<file path="src/rtl/coleco_bus_mapper.sv">
// coleco_bus_mapper
//   Z80 bus glue for a ColecoVision-class console: combinational chip-select
//   decode plus registered cartridge bank windows, SGM RAM/BIOS overlay
//   control, AY-3-8910 bus-control strobes and an AY I/O wait-state generator.
//
// Ports
//   clk, RESET                       clock, synchronous active-high reset
//   A[15:0], D[7:0]                  Z80 address / data (D sampled on I/O writes)
//   MREQn IORQn RFSHn M1n RDn WRn    Z80 bus strobes
//   BIOS_CSn RAM_CSn SGM_CSn CART_CSn  active-low chip selects
//   CART_A                           cartridge ROM address {bank, window offset}
//   AY_BDIR, AY_BC1                  AY bus control
//   WAITn                            Z80 wait request
//   DIS_MEM                          BIOS overlay active
//
// Optional feature macro: MEGACART_EN
//   When defined, a memory read of 0xFFC0-0xFFFF loads the last window's
//   bank register from A[5:0] (once per read strobe).

module coleco_bus_mapper #(
  parameter int         NUM_WIN   = 4,
  parameter int         BANK_BITS = 6,
  parameter logic [7:0] BANK_PORT = 8'h40,
  parameter logic [7:0] AY_PORT   = 8'h50,
  parameter logic [7:0] SGM_PORT  = 8'h53,
  parameter logic [7:0] BIOS_PORT = 8'h7F,
  parameter int         AY_WAIT   = 2
) (
  input  logic                                      clk,
  input  logic                                      RESET,
  input  logic [15:0]                               A,
  input  logic [7:0]                                D,
  input  logic                                      MREQn,
  input  logic                                      IORQn,
  input  logic                                      RFSHn,
  input  logic                                      M1n,
  input  logic                                      RDn,
  input  logic                                      WRn,
  output logic                                      BIOS_CSn,
  output logic                                      RAM_CSn,
  output logic                                      SGM_CSn,
  output logic                                      CART_CSn,
  output logic [BANK_BITS+15-$clog2(NUM_WIN)-1:0]   CART_A,
  output logic                                      AY_BDIR,
  output logic                                      AY_BC1,
  output logic                                      WAITn,
  output logic                                      DIS_MEM
);

  localparam int WIN_BITS = $clog2(NUM_WIN);
  localparam int OFF_BITS = 15 - WIN_BITS;
  // Counter is at least 1 bit wide so AY_WAIT=0 still elaborates; it then
  // only ever loads 0 and WAITn stays high.
  localparam int CW       = (AY_WAIT < 1) ? 1 : $clog2(AY_WAIT + 1);

  logic                               mem, io, io_wr, io_any;
  logic                               io_wr_q, io_any_q;
  logic                               wr_edge, ay_edge, ay_port_hit;
  logic                               sgm_en, bios_off;
  logic [NUM_WIN-1:0][BANK_BITS-1:0]  bank;
  logic [BANK_BITS-1:0]               cur_bank;
  logic [CW-1:0]                      cnt;
  logic [7:0]                         port;
  logic                               unused;

  assign mem     = !MREQn && RFSHn;
  assign io      = !IORQn && M1n;   // M1n gate keeps interrupt acknowledge out
  assign io_wr   = io && !WRn;
  assign io_any  = io && (!RDn || !WRn);
  assign port    = A[7:0];
  assign wr_edge = io_wr && !io_wr_q;

  assign ay_port_hit = (port == AY_PORT) || (port == 8'(AY_PORT + 1)) ||
                       (port == 8'(AY_PORT + 2));
  assign ay_edge     = io_any && !io_any_q && ay_port_hit;

  assign unused  = ^D;

`ifdef MEGACART_EN
  logic                 mem_rd, mem_rd_q, mc_edge;
  logic [BANK_BITS-1:0] mc_val;

  assign mem_rd  = mem && !RDn;
  assign mc_edge = mem_rd && !mem_rd_q && (A[15:6] == 10'h3FF);
  assign mc_val  = BANK_BITS'(A[5:0]);

  always_ff @(posedge clk) begin
    if (RESET) mem_rd_q <= 1'b0;
    else       mem_rd_q <= mem_rd;
  end
`endif

  // ---------------------------------------------------------------- state
  always_ff @(posedge clk) begin
    if (RESET) begin
      io_wr_q  <= 1'b0;
      io_any_q <= 1'b0;
      sgm_en   <= 1'b0;
      bios_off <= 1'b0;
      cnt      <= '0;
      for (int i = 0; i < NUM_WIN; i++) bank[i] <= BANK_BITS'(i);
    end else begin
      io_wr_q  <= io_wr;
      io_any_q <= io_any;
      if (wr_edge && port == SGM_PORT)  sgm_en   <= D[0];
      if (wr_edge && port == BIOS_PORT) bios_off <= !D[1];
      for (int i = 0; i < NUM_WIN; i++) begin
        if (wr_edge && port == 8'(BANK_PORT + i))
          bank[i] <= D[BANK_BITS-1:0];
`ifdef MEGACART_EN
        else if (i == NUM_WIN - 1 && mc_edge)
          bank[i] <= mc_val;
`endif
      end
      // Triggers arriving while a count is running are dropped.
      if (cnt != '0)    cnt <= cnt - 1'b1;
      else if (ay_edge) cnt <= CW'(AY_WAIT);
    end
  end

  assign WAITn   = RESET || (cnt == '0);
  assign DIS_MEM = bios_off;

  // ---------------------------------------------------------- cart address
  generate
    if (WIN_BITS == 0) begin : g_one_win
      assign cur_bank = bank[0];
    end else begin : g_multi_win
      assign cur_bank = bank[A[14 -: WIN_BITS]];
    end
  endgenerate

  assign CART_A = {cur_bank, A[OFF_BITS-1:0]};

  // -------------------------------------------------------- chip selects
  always_comb begin
    BIOS_CSn = 1'b1;
    RAM_CSn  = 1'b1;
    SGM_CSn  = 1'b1;
    CART_CSn = 1'b1;
    if (!RESET && mem) begin
      case (A[15:13])
        3'b000:         if (bios_off) SGM_CSn = 1'b0; else BIOS_CSn = 1'b0;
        3'b001, 3'b010: if (sgm_en)   SGM_CSn = 1'b0;
        3'b011:         if (sgm_en)   SGM_CSn = 1'b0; else RAM_CSn = 1'b0;
        default:        CART_CSn = 1'b0;
      endcase
    end
  end

  // ----------------------------------------------------------- AY control
  always_comb begin
    AY_BDIR = 1'b0;
    AY_BC1  = 1'b0;
    if (!RESET && io) begin
      if (port == AY_PORT && !WRn) begin
        AY_BDIR = 1'b1;
        AY_BC1  = 1'b1;
      end else if (port == 8'(AY_PORT + 1) && !WRn) begin
        AY_BDIR = 1'b1;
      end else if (port == 8'(AY_PORT + 2) && !RDn) begin
        AY_BC1  = 1'b1;
      end
    end
  end

endmodule

</file>
<file path="config.mk">
export PLATFORM = sky130hd
export DESIGN_NAME = coleco_bus_mapper
export DESIGN_NICKNAME = d
export VERILOG_FILES = /design/src/rtl/coleco_bus_mapper.sv
export SDC_FILE = /design/constraint.sdc
export NUM_CORES = 1
export LEC_CHECK = 0
export ABC_AREA = 1
export BUFFER_PORTS_ARGS = -buffer_cell sky130_fd_sc_hd__buf_4
export CAP_MARGIN = 5
export CELL_PAD_IN_SITES_DETAIL_PLACEMENT = 0
export CELL_PAD_IN_SITES_GLOBAL_PLACEMENT = 1
export CORE_MARGIN = 2
export CORE_UTILIZATION = 38
export CTS_BUF_LIST = sky130_fd_sc_hd__clkbuf_2 sky130_fd_sc_hd__clkbuf_4 sky130_fd_sc_hd__clkbuf_8
export DETAILED_ROUTE_END_ITERATION = 8
export PLACE_DENSITY_LB_ADDON = 0.1
export SKIP_LAST_GASP = 1
export SLEW_MARGIN = 20
export SYNTH_ARGS = -nofsm -noshare
export SYNTH_HDL_FRONTEND = slang
export SYNTH_SLANG_ARGS = --single-unit
export TNS_END_PERCENT = 20
</file>
<file path="constraint.sdc">
create_clock -name clk -period 2.19 [get_ports clk]
set_input_delay 0.438 -clock clk [delete_from_list [all_inputs] [get_ports clk]]
set_output_delay 0.438 -clock clk [all_outputs]
set_load 0.02 [all_outputs]
</file>
==> results.md, run 1 <==
Final layout:
- The number of diodes is 0.
- The sequential cells in the finished layout cover a total of 601 sq um.
- Summing all multi-input logic gate instances after layout gives 886 sq um.
- At the end of the flow the core is filled with cells to 48.1%.
- The number of standard cells in the final layout excluding fillers is 357.
- The number of nets in the final layout is 340.
- The area growth from synthesis to final layout is 20.5%.
- The post-route cell area is 2110 sq um.
- The proportion of layout cells with a drive suffix above 1 is 22.0%.
- The filler cells instantiated in the layout total 475.

Placed design:
- Summed over all nets, the half-perimeter wirelength after detailed placement is 3.12 mm.
- In this run the tool buffered the top-level ports with 46 buffer cells.
- The post-place instance area is 2030 sq um.
- The congestion estimate from routability-driven global placement came to 0.741.
- After detailed placement, the design holds a cell count of 351.

CTS:
- The clock tree root buffer cell is clkbuf_8.
- The TritonCTS clock tree is yes.
- Post-CTS repair changed the size of 0 cells.
- In this run, post-CTS hold repair placed 0 buffers.
- Post-CTS timing repair inserted 0 buffers for setup.
- Clock-pin slew was measured on the worst setup and hold paths at 60 ps.
- The clock sink count is 30.
- The clock passes through at most 2 buffers.
- For the worst-skew pair, the clock arrives at the later sink with an insertion delay of 270 ps.
- TritonCTS created 5 clock buffers.
- The H-tree was split into 2 levels.

Synthesis:
- In the post-synthesis netlist, the cell with the most instances is nand2_1.
- The synthesized netlist occupies a cell area of 1750 sq um.
- The gate count of the mapped netlist is 271.
- Yosys mapped a number of flops with a built-in enable equal to 0.
- Counting instances in the post-synthesis netlist gives the leading cell types as 66 x nand2_1, 62 x nor2_1, 34 x inv_1.
- The number of nets in the synthesized netlist is 305.
- The top-area cell type share of the netlist area is 34.3%.
- The number of synthesized register bits is 30.
- The sequential-to-total area share from yosys stat is 34.3%.
- The count of cell types in the netlist is 26.
- The library cell with the largest summed area after synthesis is dfxtp_1.
- In the post-synthesis netlist, the biggest area contributors are dfxtp_1 34%, nand2_1 14%, nor2_1 13%, inv_1 7.3%, buf_4 5.6%.
- The mean instance size in the synthesized netlist is 6.46 sq um.
- For this run, asynchronously set or reset flops after synthesis account for 0%.
- The most common flop cell mapped by yosys is dfxtp_1.
- During synthesis, Yosys emitted a total of 0 warnings.

Floorplanning:
- In this run the standard cell core region covers 4380 sq um.
- In this run the count of I/O pins placed on the die edge is 59.
- The vertical die dimension is 71.9 um.
- From left edge to right edge, the die measures 71.9 um.
- The die outline area is 5170 sq um.
- After floorplanning, the core was divided into 24 placement rows.
- The initial cell density of the core is 40.0%.

Drt:
- The DRC marker count from the first detailed-route iteration is 88.
- After detailed routing, the total wire length is 4.19 mm.
- The count of TritonRoute iterations in the first routing pass is 4.
- In this run the remaining antenna-violating nets after routing total 0.
- The detailed-route DRC error count is 0.
- Using the TritonRoute via totals, the vias-per-cell ratio works out to 4.65.
- The average wire per standard cell is 11.7 um.
- The routed via count is 1660.

Hold path:
- Counting instances, the worst hold path has a depth of 2.
- The worst hold path terminates at io_wr_q$_SDFF_PP0_.
- The worst hold path belongs to the class input port to flop.
- In this run the most critical hold path is launched from WRn.

Worst setup path:
- The worst setup path is launched from an input port.
- The kind of end point of the critical path is an output port.
- Data arrives at the worst endpoint at 1350 ps.
- The length in cells of the worst reg-to-reg path is 6.
- The startpoint identified for the worst register-to-register timing path is io_wr_q$_SDFF_PP0_.
- For flop-to-flop paths, the worst setup slack is 960 ps.
- The startpoint-to-endpoint class of the critical path is input port to output port.
- Among all stages on the critical path, the largest delay is contributed by or2_2.
- The end of the worst register-to-register path is bank[19]$_SDFFE_PP1P_.
- The most numerous cell type found on the critical path is buf_4.
- The buffer and inverter count on the worst path is 3.
- The largest fanout of any net on the critical path is 6.
- The critical path required time is 1750 ps.
- The cell type group with the largest total delay on the critical path is buffers and inverters.
- The stage delay of the slowest cell on the critical path is 280 ps.
- The critical path goes through buf_4 -> inv_1 -> nand3_1 -> or2_2 -> buf_4.

Global routing:
- The first-pass GRT wire length is 6.92 mm.
- The total grt overflow is 0.
- The overall routing resource usage is 17.0%.
- The largest net degree at the start of global routing is 29.
- The via count of the first global-routing pass came to 1426.
- The initial antenna violation count was 0.

STA:
- The timing-limited maximum frequency is 560 MHz.
- The worst hold slack across all endpoints is 350 ps.
- The max-slew violation count was 0.
- Setup repair after global routing left no endpoint under its margin.
- The share of the clock period used by the worst path is 81.6%.
- In this run the tightest slew margin relative to its limit is 67.3%.
- The transition time at the pin with the least slew margin is 489 ps.
- Summed over all failing endpoints, the final setup total negative slack is 0 ps.
- The shortest clock period the worst path allows after layout is 1790 ps.
- The number of failing setup endpoints in the final timing report is 0.
- Across the routed clock network, the largest skew measured is 2.79 ps.
- The final count of hold timing violations was 0.

Flow run:
- Across the run, the number of max-cap violations was 0.

Outcome:
- The run finished with clean final reports.

Power:
- The peak supply drop is 399 uV.
- The total leakage power is 1.09 nW.
- The switching portion of total power is 28.0%.
- Power spread over the standard cell area amounts to 611 nW/um^2.
- The fraction of power consumed by the clock network is 33.5%.
- The internal power is 0.000928 W.
- Sequential cells burn 44.3% of the power.
- The share of total power dissipated in combinational logic is 22.2%.
- In this run the power spent charging and discharging nets is 0.000361 W.
==> state kept, by name, summed over array words and instances, names as in the netlist <==
register	count
io_any_q	1
DIS_MEM	1
sgm_en	1
bank	24
cnt	2
io_wr_q	1
==> layer usage <==
metal / share of wire [%] / vias up / track usage, %
met4: 0.41 / 0 / 5.45
met2: 42 / 39 / 23.6
met1: 51 / 723 / 25.9
met3: 6.7 / 4 / 4.03
met5: 0 / - / 0
li1: - / 894 / -
==> worst register-to-register path, cell delays in order, from the launching register on <==
cell and delay (ps):
dfxtp_1 300, nor2_2 80, nand3_2 170, nor2_1 200, nand2_2 170, nand2_1 110
nand3_1 70
==> power by group through the flow <==
stage | Sequential, W | Combinational, W | Clock, W
6_report | 0.000571 | 0.000286 | 0.000433
5_1_grt | 0.000572 | 0.000327 | 0.000477
4_1_cts | 0.000571 | 0.000288 | 0.000453
3_5_place_dp | 0.000584 | 0.000287 | 0
3_3_place_gp | 0.000583 | 0.000286 | 0
2_1_floorplan | 0.000582 | 0.000201 | 0
==> worst max-delay path by stage <==
stage	from	endpoint	slack, ps	depth (start not counted)
floorplan	IORQn	AY_BC1	410	7
global route	IORQn	AY_BC1	260	9
detailed placement	IORQn	AY_BC1	400	9
finish	A[14]	BIOS_CSn	400	5
global placement	IORQn	AY_BC1	370	9
CTS	cnt[0]$_SDFFE_PP0P_	WAITn	390	4
==> placed cells by master, fill, tap and decap left out <==
master / instances
buf_4: 46
nand3_1: 18
nor3_2: 1
inv_2: 1
ha_1: 2
a21oi_1: 3
clkbuf_8: 6
o31ai_1: 1
dfxtp_1: 30
nand3b_1: 7
nor3_1: 2
nand4_1: 1
inv_1: 34
o21ai_0: 2
nor2_4: 2
o221ai_1: 4
nand3_2: 2
o21bai_1: 1
o211ai_1: 5
nor2_2: 3
nand2_1: 66
nand2_2: 4
or2_2: 2
nor2_1: 62
==> logic make-up (layout without fill, tap and decap cells) <==
kind of cell | after synthesis | in the layout | share of synthesized area, %
AO/OA/AOI/OAI | 16 | 16 | 6.43
adder cells (fa/ha/maj) | 2 | 2 | 1.43
buffers and inverters | 53 | 87 | 15.1
flip-flops | 30 | 30 | 34.3
AND/OR/NAND/NOR | 170 | 170 | 42.7
==> through the flow <==
stage / total power [W] / setup slack, ps
after CTS: 0.00131 / 389
after global routing: 0.00138 / 260
after floorplan: 0.000784 / 411
after detailed placement: 0.000870 / 400
after global placement: 0.000869 / 370
final: 0.00129 / 403
==> layout make-up <==
cell class,instances,share of cell area (%)
inverters,35,6.22
well taps,52,3.08
clock buffers,6,3.91
multi-input cells,188,42.0
repair buffers,46,16.4
flip-flops and latches,30,28.5
(Power assumes the default switching activity.)
==> inputs of run 2 (changes only) <==
--- a/config.mk
+++ b/config.mk
@@ -11,7 +11,7 @@
 export CELL_PAD_IN_SITES_DETAIL_PLACEMENT = 0
 export CELL_PAD_IN_SITES_GLOBAL_PLACEMENT = 1
 export CORE_MARGIN = 2
-export CORE_UTILIZATION = 38
+export CORE_UTILIZATION = 32
 export CTS_BUF_LIST = sky130_fd_sc_hd__clkbuf_2 sky130_fd_sc_hd__clkbuf_4 sky130_fd_sc_hd__clkbuf_8
 export DETAILED_ROUTE_END_ITERATION = 8
 export PLACE_DENSITY_LB_ADDON = 0.1
==> constraint.sdc (replaced) <==
create_clock -name clk -period 1.5 [get_ports clk]
set_input_delay 0.3 -clock clk [delete_from_list [all_inputs] [get_ports clk]]
set_output_delay 0.3 -clock clk [all_outputs]
set_load 0.02 [all_outputs]
==> run 2 against run 1 <==
Effect of this change: setup slack lost 400 ps; sequential share of layout area down 1.7 points; register-to-register slack worse by 700 ps; combinational power increased by 73%; sequential power grew 47%; die area increased by 18%; routed wire length is 6.3% higher; cell count rose by 8.4%; total power grew 57%; via count increased by 1.9%; critical endpoint unchanged; largest power group unchanged; highest routed layer unchanged.
==> results.md, run 2 (synthesis results as in run 1) <==
Final layout:
- Most used cells in the layout excluding fill and tap cells: 66 x nand2_1, 61 x nor2_1, 53 x buf_4 (was 66 x nand2_1, 62 x nor2_1, 46 x buf_4).
- The sequential standard cell area was 607 sq um (was 601 sq um).
- Largest registers in the final layout: bank: 24 flops, cnt: 2 flops (unchanged).
- The number of diodes is 0 (unchanged).
- The proportion of layout cells with a drive suffix above 1 is 27.1% (was 22.0%).
- The register bank with the most flops is bank (unchanged).
- The flip-flop count of the largest register after layout came to 24 (unchanged).
- The area occupied by multi-input gates came to 906 sq um (was 886 sq um).
- The leading cell type in the layout, fill and taps excluded is nand2_1 (unchanged).
- The area growth from synthesis to final layout came to 29.4% (was 20.5%).
- The number of nets in the final layout is 350 (was 340).
- The number of fill cells in the layout is 558 (was 475).

STA:
- Timing would allow up to 668 MHz.
- The number of failing setup endpoints in the final timing report came to 0 (unchanged).
- The worst slew margin relative to its limit came to 79.1% (was 67.3%).
- The worst-case setup margin in the final layout is 3.67 ps (was 403 ps).
- The worst-case clock skew is 2.94 ps (was 2.79 ps).
- The final count of hold timing violations is 0 (unchanged).
- The max-slew violation count came to 0 (unchanged).
- The setup TNS is 0 ps (unchanged).
- The shortest clock period the worst path allows after layout is 1500 ps.
- The transition time at the pin with the least slew margin is 311 ps (was 489 ps).
- Unrepaired setup endpoints after global routing: yes (was no).
- The share of the clock period used by the worst path is 99.8%.

CTS:
- The clock transition time at the flip-flop clock pins of the worst setup and hold paths is 60 ps (about the same).
- The clock tree root buffer cell was clkbuf_8 (unchanged).
- The later-pin clock latency in the skew report is 280 ps (was 270 ps).
- The clock sink count was 30 (unchanged).
- The number of buffers created by CTS is 5 (unchanged).
- The number of H-tree branching levels was 2 (unchanged).
- The TritonCTS clock tree is yes (unchanged).
- The deepest clock path buffer count is 2 (unchanged).

Power:
- The fraction of power consumed by the clock network is 34.2% (was 33.5%).
- The net switching power of the design came to 0.000579 W (was 0.000361 W).
- The switching portion of total power came to 28.5% (was 28.0%).
- The power per cell area is 895 nW/um^2 (was 611 nW/um^2).
- The internal power came to 0.00145 W (was 0.000928 W).
- The peak supply drop is 361 uV (was 399 uV).
- The total leakage power is 1.16 nW (was 1.09 nW).
- The part of the total power dissipated in sequential elements came to 41.5% (was 44.3%).
- The part of the power in combinational logic is 24.3% (was 22.2%).

Floorplanning:
- The number of top-level pins is 59 (unchanged).
- The vertical die dimension is 78.0 um (was 71.9 um).
- The row count is 26 (was 24).
- The total core area is 5200 sq um (was 4380 sq um).
- The initial cell density of the core is 33.7% (was 40.0%).
- The horizontal die dimension is 78.0 um (was 71.9 um).
- The die outline area came to 6080 sq um (was 5170 sq um).

Hold path:
- The launch point of the worst hold path is WRn (unchanged).
- The class of the most critical hold timing path is input port to flop (unchanged).

Drt:
- The ratio of routed vias to standard cells is 4.37 (was 4.65).
- The number of routed nets with antenna violations is 0 (unchanged).
- The final wirelength is 4.45 mm (was 4.19 mm).
- The average wire per standard cell is 11.5 um (was 11.7 um).
- The count of TritonRoute iterations in the first routing pass is 4 (unchanged).
- The routed via count is 1692 (was 1660).
- The DRC marker count from the first detailed-route iteration is 68 (was 88).
- The detailed-route DRC error count is 0 (unchanged).

Placed design:
- The routability congestion estimate from global placement is 0.707 (was 0.741).
- The worst slack at placement is 11.7 ps (was 400 ps).
- The port buffer count came to 46 (unchanged).
- The detailed placement HPWL came to 3.35 mm (was 3.12 mm).

Worst setup path:
- The end of the worst register-to-register path is bank[18]$_SDFFE_PP1P_ (was bank[19]$_SDFFE_PP1P_).
- The largest fanout of any net on the critical path is 2 (was 6).
- The minimum setup slack among reg-to-reg paths is 260 ps (was 960 ps).
- The cell type group with the largest total delay on the critical path is simple AND/OR/NAND/NOR gates (was buffers and inverters).
- The startpoint of the lowest-slack register-to-register path was io_wr_q$_SDFF_PP0_ (unchanged).
- The end point of the critical path is BIOS_CSn (unchanged).
- The data arrival time at the worst-slack endpoint is 1200 ps (was 1350 ps).
- The kind of end point of the critical path is an output port (unchanged).
- The startpoint-to-endpoint class of the critical path is flop to output port (was input port to output port).
- The startpoint of the most critical setup path is DIS_MEM$_SDFFE_PP0P_ (was A[14]).
- Critical path, cell by cell: nor2_1 -> nand3_1 -> or2_4 -> buf_6 (was buf_4 -> inv_1 -> nand3_1 -> or2_2 -> buf_4).
- The length in cells of the worst reg-to-reg path is 6 (unchanged).
- The critical path depth is 4 (was 5).
- The element type at the critical path start is a flop (was input port).
- The buffer and inverter count on the worst path is 1 (was 3).
- The stage delay of the slowest cell on the critical path was 350 ps (was 280 ps).
- The critical path required time is 1200 ps (was 1750 ps).
- The master of the slowest instance on the critical path is dfxtp_4 (was or2_2).

Global routing:
- The largest net degree at the start of global routing came to 29 (unchanged).
- The total grt overflow was 0 (unchanged).
- The via count of the first global-routing pass was 1563 (was 1426).
- The first-pass GRT wire length is 7.60 mm (was 6.92 mm).
- The initial antenna violation count is 0 (unchanged).
- The overall routing resource usage is 16.3% (was 17.0%).

Flow run:
- The max-capacitance violation count is 0 (unchanged).

Outcome:
- Run status: complete, no violations (unchanged).
-- run 2: cell count changes in the layout (fill, tap and decap cells not counted), moves of 2 or more --
cell	previous run	this run
or2_4	0	2
dfxtp_1	30	27
dfxtp_2	0	2
inv_2	1	3
buf_6	0	2
or2_2	2	0
buf_4	46	53
inv_1	34	32
-- run 2: final cells by class --
type	instances	area share [%]
Sequential cell	30	26.8
Timing Repair Buffer	56	19.4
Clock buffer	7	3.97
Multi-Input combinational cell	188	40.0
Tap cell	70	3.86
Inverter	35	5.79
Clock inverter	1	0.221
-- run 2: per-stage QoR --
stage	hold slack, ps	instance area (sq um)	cells	total power (W)	utilization, %
finish	202	2270	387	0.00203	43.6
detailed placement	448	2120	377	0.00129	40.8
global route	186	2270	387	0.00217	43.6
CTS	201	2260	387	0.00206	43.5
global placement	450	2120	377	0.00129	40.8
floorplan	384	1750	271	0.00114	-
-- run 2: timing repair --
item	CTS	global route
buffers inserted	2	0
setup endpoints to repair	2	11
gates resized for setup	12	1
hold buffers	0	0
pin swaps	2	0
-- run 2: power groups by stage --
| stage | clock network, W | registers (W) | logic [W] |
|---|---|---|---|
| floorplan | 0 | 0.000850 | 0.000294 |
| global placement | 0 | 0.000852 | 0.000437 |
| detailed placement | 0 | 0.000852 | 0.000435 |
| CTS | 0.000722 | 0.000842 | 0.000495 |
| global route | 0.000772 | 0.000842 | 0.000559 |
| finish | 0.000694 | 0.000841 | 0.000494 |
-- run 2: metal layers --
layer	global-route usage, %	routed length [um]	share of wire (%)	up-vias
met1	23.1	2250	51	734
met3	5.58	239	5.4	2
li1	-	-	-	916
met4	4.91	21	0.47	0
met2	23.1	1940	44	40
met5	0	0	0	-
-- run 2: how the worst min path moves through the flow --
stage / to / slack [ps] / depth (start not counted)
final: io_wr_q$_SDFF_PP0_ / 200 / 2
after global routing: io_wr_q$_SDFF_PP0_ / 190 / 2
after CTS: io_wr_q$_SDFF_PP0_ / 200 / 2
after detailed placement: bank[6]$_SDFFE_PP1P_ / 450 / 2
after global placement: bank[13]$_SDFFE_PP1P_ / 450 / 2
after floorplan: io_wr_q$_SDFF_PP0_ / 380 / 1
==> inputs of run 3 (changes only) <==
--- a/config.mk
+++ b/config.mk
@@ -14,7 +14,8 @@
 export CORE_UTILIZATION = 32
 export CTS_BUF_LIST = sky130_fd_sc_hd__clkbuf_2 sky130_fd_sc_hd__clkbuf_4 sky130_fd_sc_hd__clkbuf_8
 export DETAILED_ROUTE_END_ITERATION = 8
-export PLACE_DENSITY_LB_ADDON = 0.1
+export GPL_ROUTABILITY_DRIVEN = 0
+export PLACE_DENSITY = 0.76
 export SKIP_LAST_GASP = 1
 export SLEW_MARGIN = 20
 export SYNTH_ARGS = -nofsm -noshare
==> run 3 against run 2 <==
Effect of this change: hold slack better by 7.7 ps; die area is the same; total power is 19% higher; clock skew up 6.1 ps; critical endpoint is now WAITn.
==> results.md, run 3 (synthesis results as in run 1) <==
Worst setup path:
- The minimum setup slack among reg-to-reg paths was 230 ps (was 260 ps).
- The element type at the critical path start is a flop (unchanged).
- The end of the worst register-to-register path is bank[18]$_SDFFE_PP1P_ (unchanged).
- The critical path required time came to 1200 ps (about the same).
- The length in cells of the worst reg-to-reg path is 6 (unchanged).
- The startpoint of the lowest-slack register-to-register path is io_wr_q$_SDFF_PP0_ (unchanged).
- The data arrival time at the worst-slack endpoint came to 1180 ps (was 1200 ps).
- The startpoint-to-endpoint class of the critical path is flop to output port (unchanged).
- The largest fanout of any net on the critical path is 3 (was 2).
- The kind of end point of the critical path is an output port (unchanged).

Drt:
- The average wire per standard cell was 11.4 um (was 11.5 um).
- The routed via count was 1707 (was 1692).
- The ratio of routed vias to standard cells is 4.40 (was 4.37).
- The number of routed nets with antenna violations is 0 (unchanged).
- The detailed-route DRC error count is 0 (unchanged).
- The count of TritonRoute iterations in the first routing pass is 4 (unchanged).
- The DRC marker count from the first detailed-route iteration is 91 (was 68).
- The final wirelength is 4.42 mm (was 4.45 mm).

STA:
- The worst slew margin relative to its limit is 66.8% (was 79.1%).
- Unrepaired setup endpoints after global routing: yes (unchanged).
- The number of failing setup endpoints in the final timing report was 0 (unchanged).
- The shortest clock period the worst path allows after layout is 1480 ps (was 1500 ps).
- The transition time at the pin with the least slew margin was 498 ps (was 311 ps).
- The share of the clock period used by the worst path came to 98.9% (was 99.8%).
- The max-slew violation count is 0 (unchanged).
- The timing-limited maximum frequency is 674 MHz (was 668 MHz).
- The final count of hold timing violations came to 0 (unchanged).
- The setup TNS is 0 ps (unchanged).
- The worst-case clock skew came to 9.09 ps (was 2.94 ps).

CTS:
- The deepest clock path buffer count is 2 (unchanged).
- The number of H-tree branching levels came to 2 (unchanged).
- The clock transition time at the flip-flop clock pins of the worst setup and hold paths came to 60 ps (about the same).
- The clock sink count came to 30 (unchanged).
- The later-pin clock latency in the skew report is 280 ps (about the same).
- The clock tree root buffer cell is clkbuf_8 (unchanged).
- The number of buffers created by CTS is 5 (unchanged).
- The TritonCTS clock tree is yes (unchanged).

Floorplanning:
- The die outline area was 6080 sq um (unchanged).
- The total core area is 5200 sq um (unchanged).
- The vertical die dimension is 78.0 um (unchanged).
- The number of top-level pins was 59 (unchanged).
- The row count is 26 (unchanged).
- The initial cell density of the core is 33.7% (unchanged).
- The horizontal die dimension is 78.0 um (unchanged).

Global routing:
- The first-pass GRT wire length was 7.45 mm (was 7.60 mm).
- The total grt overflow came to 0 (unchanged).
- The initial antenna violation count is 0 (unchanged).
- The largest net degree at the start of global routing is 29 (unchanged).
- The overall routing resource usage is 15.6% (was 16.3%).
- The via count of the first global-routing pass was 1520 (was 1563).

Final layout:
- The proportion of layout cells with a drive suffix above 1 came to 30.2% (was 27.1%).
- The leading cell type in the layout, fill and taps excluded is nand2_1 (unchanged).
- The number of fill cells in the layout was 568 (was 558).
- The number of nets in the final layout is 351 (was 350).
- The area growth from synthesis to final layout is 33.1% (was 29.4%).
- The number of diodes came to 0 (unchanged).
- The register bank with the most flops is bank (unchanged).
- The post-route cell area came to 2330 sq um (was 2270 sq um).
- Largest registers in the final layout: bank: 24 flops, cnt: 2 flops (unchanged).
- The flip-flop count of the largest register after layout came to 24 (unchanged).
- Most used cells in the layout excluding fill and tap cells: 63 x nand2_1, 60 x nor2_1, 54 x buf_4 (was 66 x nand2_1, 61 x nor2_1, 53 x buf_4).
- The number of standard cells in the final layout excluding fillers is 388 (was 387).

Power:
- The power per cell area is 1030 nW/um^2 (was 895 nW/um^2).
- The post-route total power is 0.00241 W (was 0.00203 W).
- The total leakage power is 1.18 nW (was 1.16 nW).
- The peak supply drop came to 629 uV (was 361 uV).

Hold path:
- The terminating pin of the worst hold path is io_wr_q$_SDFF_PP0_ (unchanged).
- The launch point of the worst hold path is WRn (unchanged).
- The class of the most critical hold timing path is input port to flop (unchanged).
- The worst hold path depth came to 2 (unchanged).

Placed design:
- The detailed placement HPWL is 3.25 mm (was 3.35 mm).
- The post-place instance area is 2100 sq um (was 2120 sq um).
- The cell count after placement came to 375 (was 377).
- The port buffer count was 46 (unchanged).

Flow run:
- The max-capacitance violation count is 0 (unchanged).

Outcome:
- Run status: complete, no violations (unchanged).
[run 3: cell types whose count changed in the layout (fill, tap and decap cells not counted), moves of 2 or more]
| cell | before | now |
|---|---|---|
| nand2_1 | 66 | 63 |
| inv_2 | 3 | 6 |
| bufinv_16 | 0 | 2 |
| inv_1 | 32 | 28 |
| nand2_2 | 4 | 7 |
[run 3: worst max-delay path by stage]
stage | from | end | slack [ps]
floorplan | IORQn | AY_BC1 | 150
global placement | IORQn | AY_BC1 | 20
detailed placement | IORQn | AY_BC1 | 20
CTS | cnt[1]$_SDFFE_PP0P_ | WAITn | -0.9
global route | cnt[1]$_SDFFE_PP0P_ | WAITn | -20
finish | cnt[1]$_SDFFE_PP0P_ | WAITn | 20
[run 3: per-stage QoR]
step | hold slack [ps] | utilization, % | worst slack (ps)
2_1_floorplan | 384 | - | 149
3_3_place_gp | 445 | 40.3 | 17.4
3_5_place_dp | 448 | 40.3 | 17.4
4_1_cts | 204 | 43.7 | -0.881
5_1_grt | 201 | 44.8 | -22.3
6_report | 209 | 44.8 | 16.3
[run 3: cell type report]
cell class	instances	area [sq um]	share of cell area, %
Clock buffer	6	82.6	3.54
Clock inverter	2	60.1	2.58
Inverter	35	134	5.74
Multi-Input combinational cell	188	925	39.6
Sequential cell	30	604	25.9
Tap cell	70	87.6	3.76
Timing Repair Buffer	57	439	18.8
[run 3: routing by layer]
layer	part of all wire [%]	global-route usage, %
met1	49	21.3
met2	45	23.9
met3	4.2	3.84
met4	1.3	5.61
met5	0	0
[run 3: timing repair]
action                                  4_1_cts  5_1_grt
pin swaps                                     0        5
endpoints found under the setup margin        2        8
hold buffers                                  0        0
gates resized for setup                      11       13
setup buffers                                 1        4
cloned                                        0        0
[run 3: critical path, stage by stage, from the launching register on]
cell and delay, ps:
dfxtp_2 330, inv_2 50, ha_4 160, or2_4 240, buf_6 130
[run 3: power by group]
| part | switching [W] | internal [W] | total (W) |
|---|---|---|---|
| logic | 0.000276 | 0.000266 | 0.000542 |
| registers | 0.0000133 | 0.000829 | 0.000843 |
| clock network | 0.000316 | 0.000709 | 0.00102 |
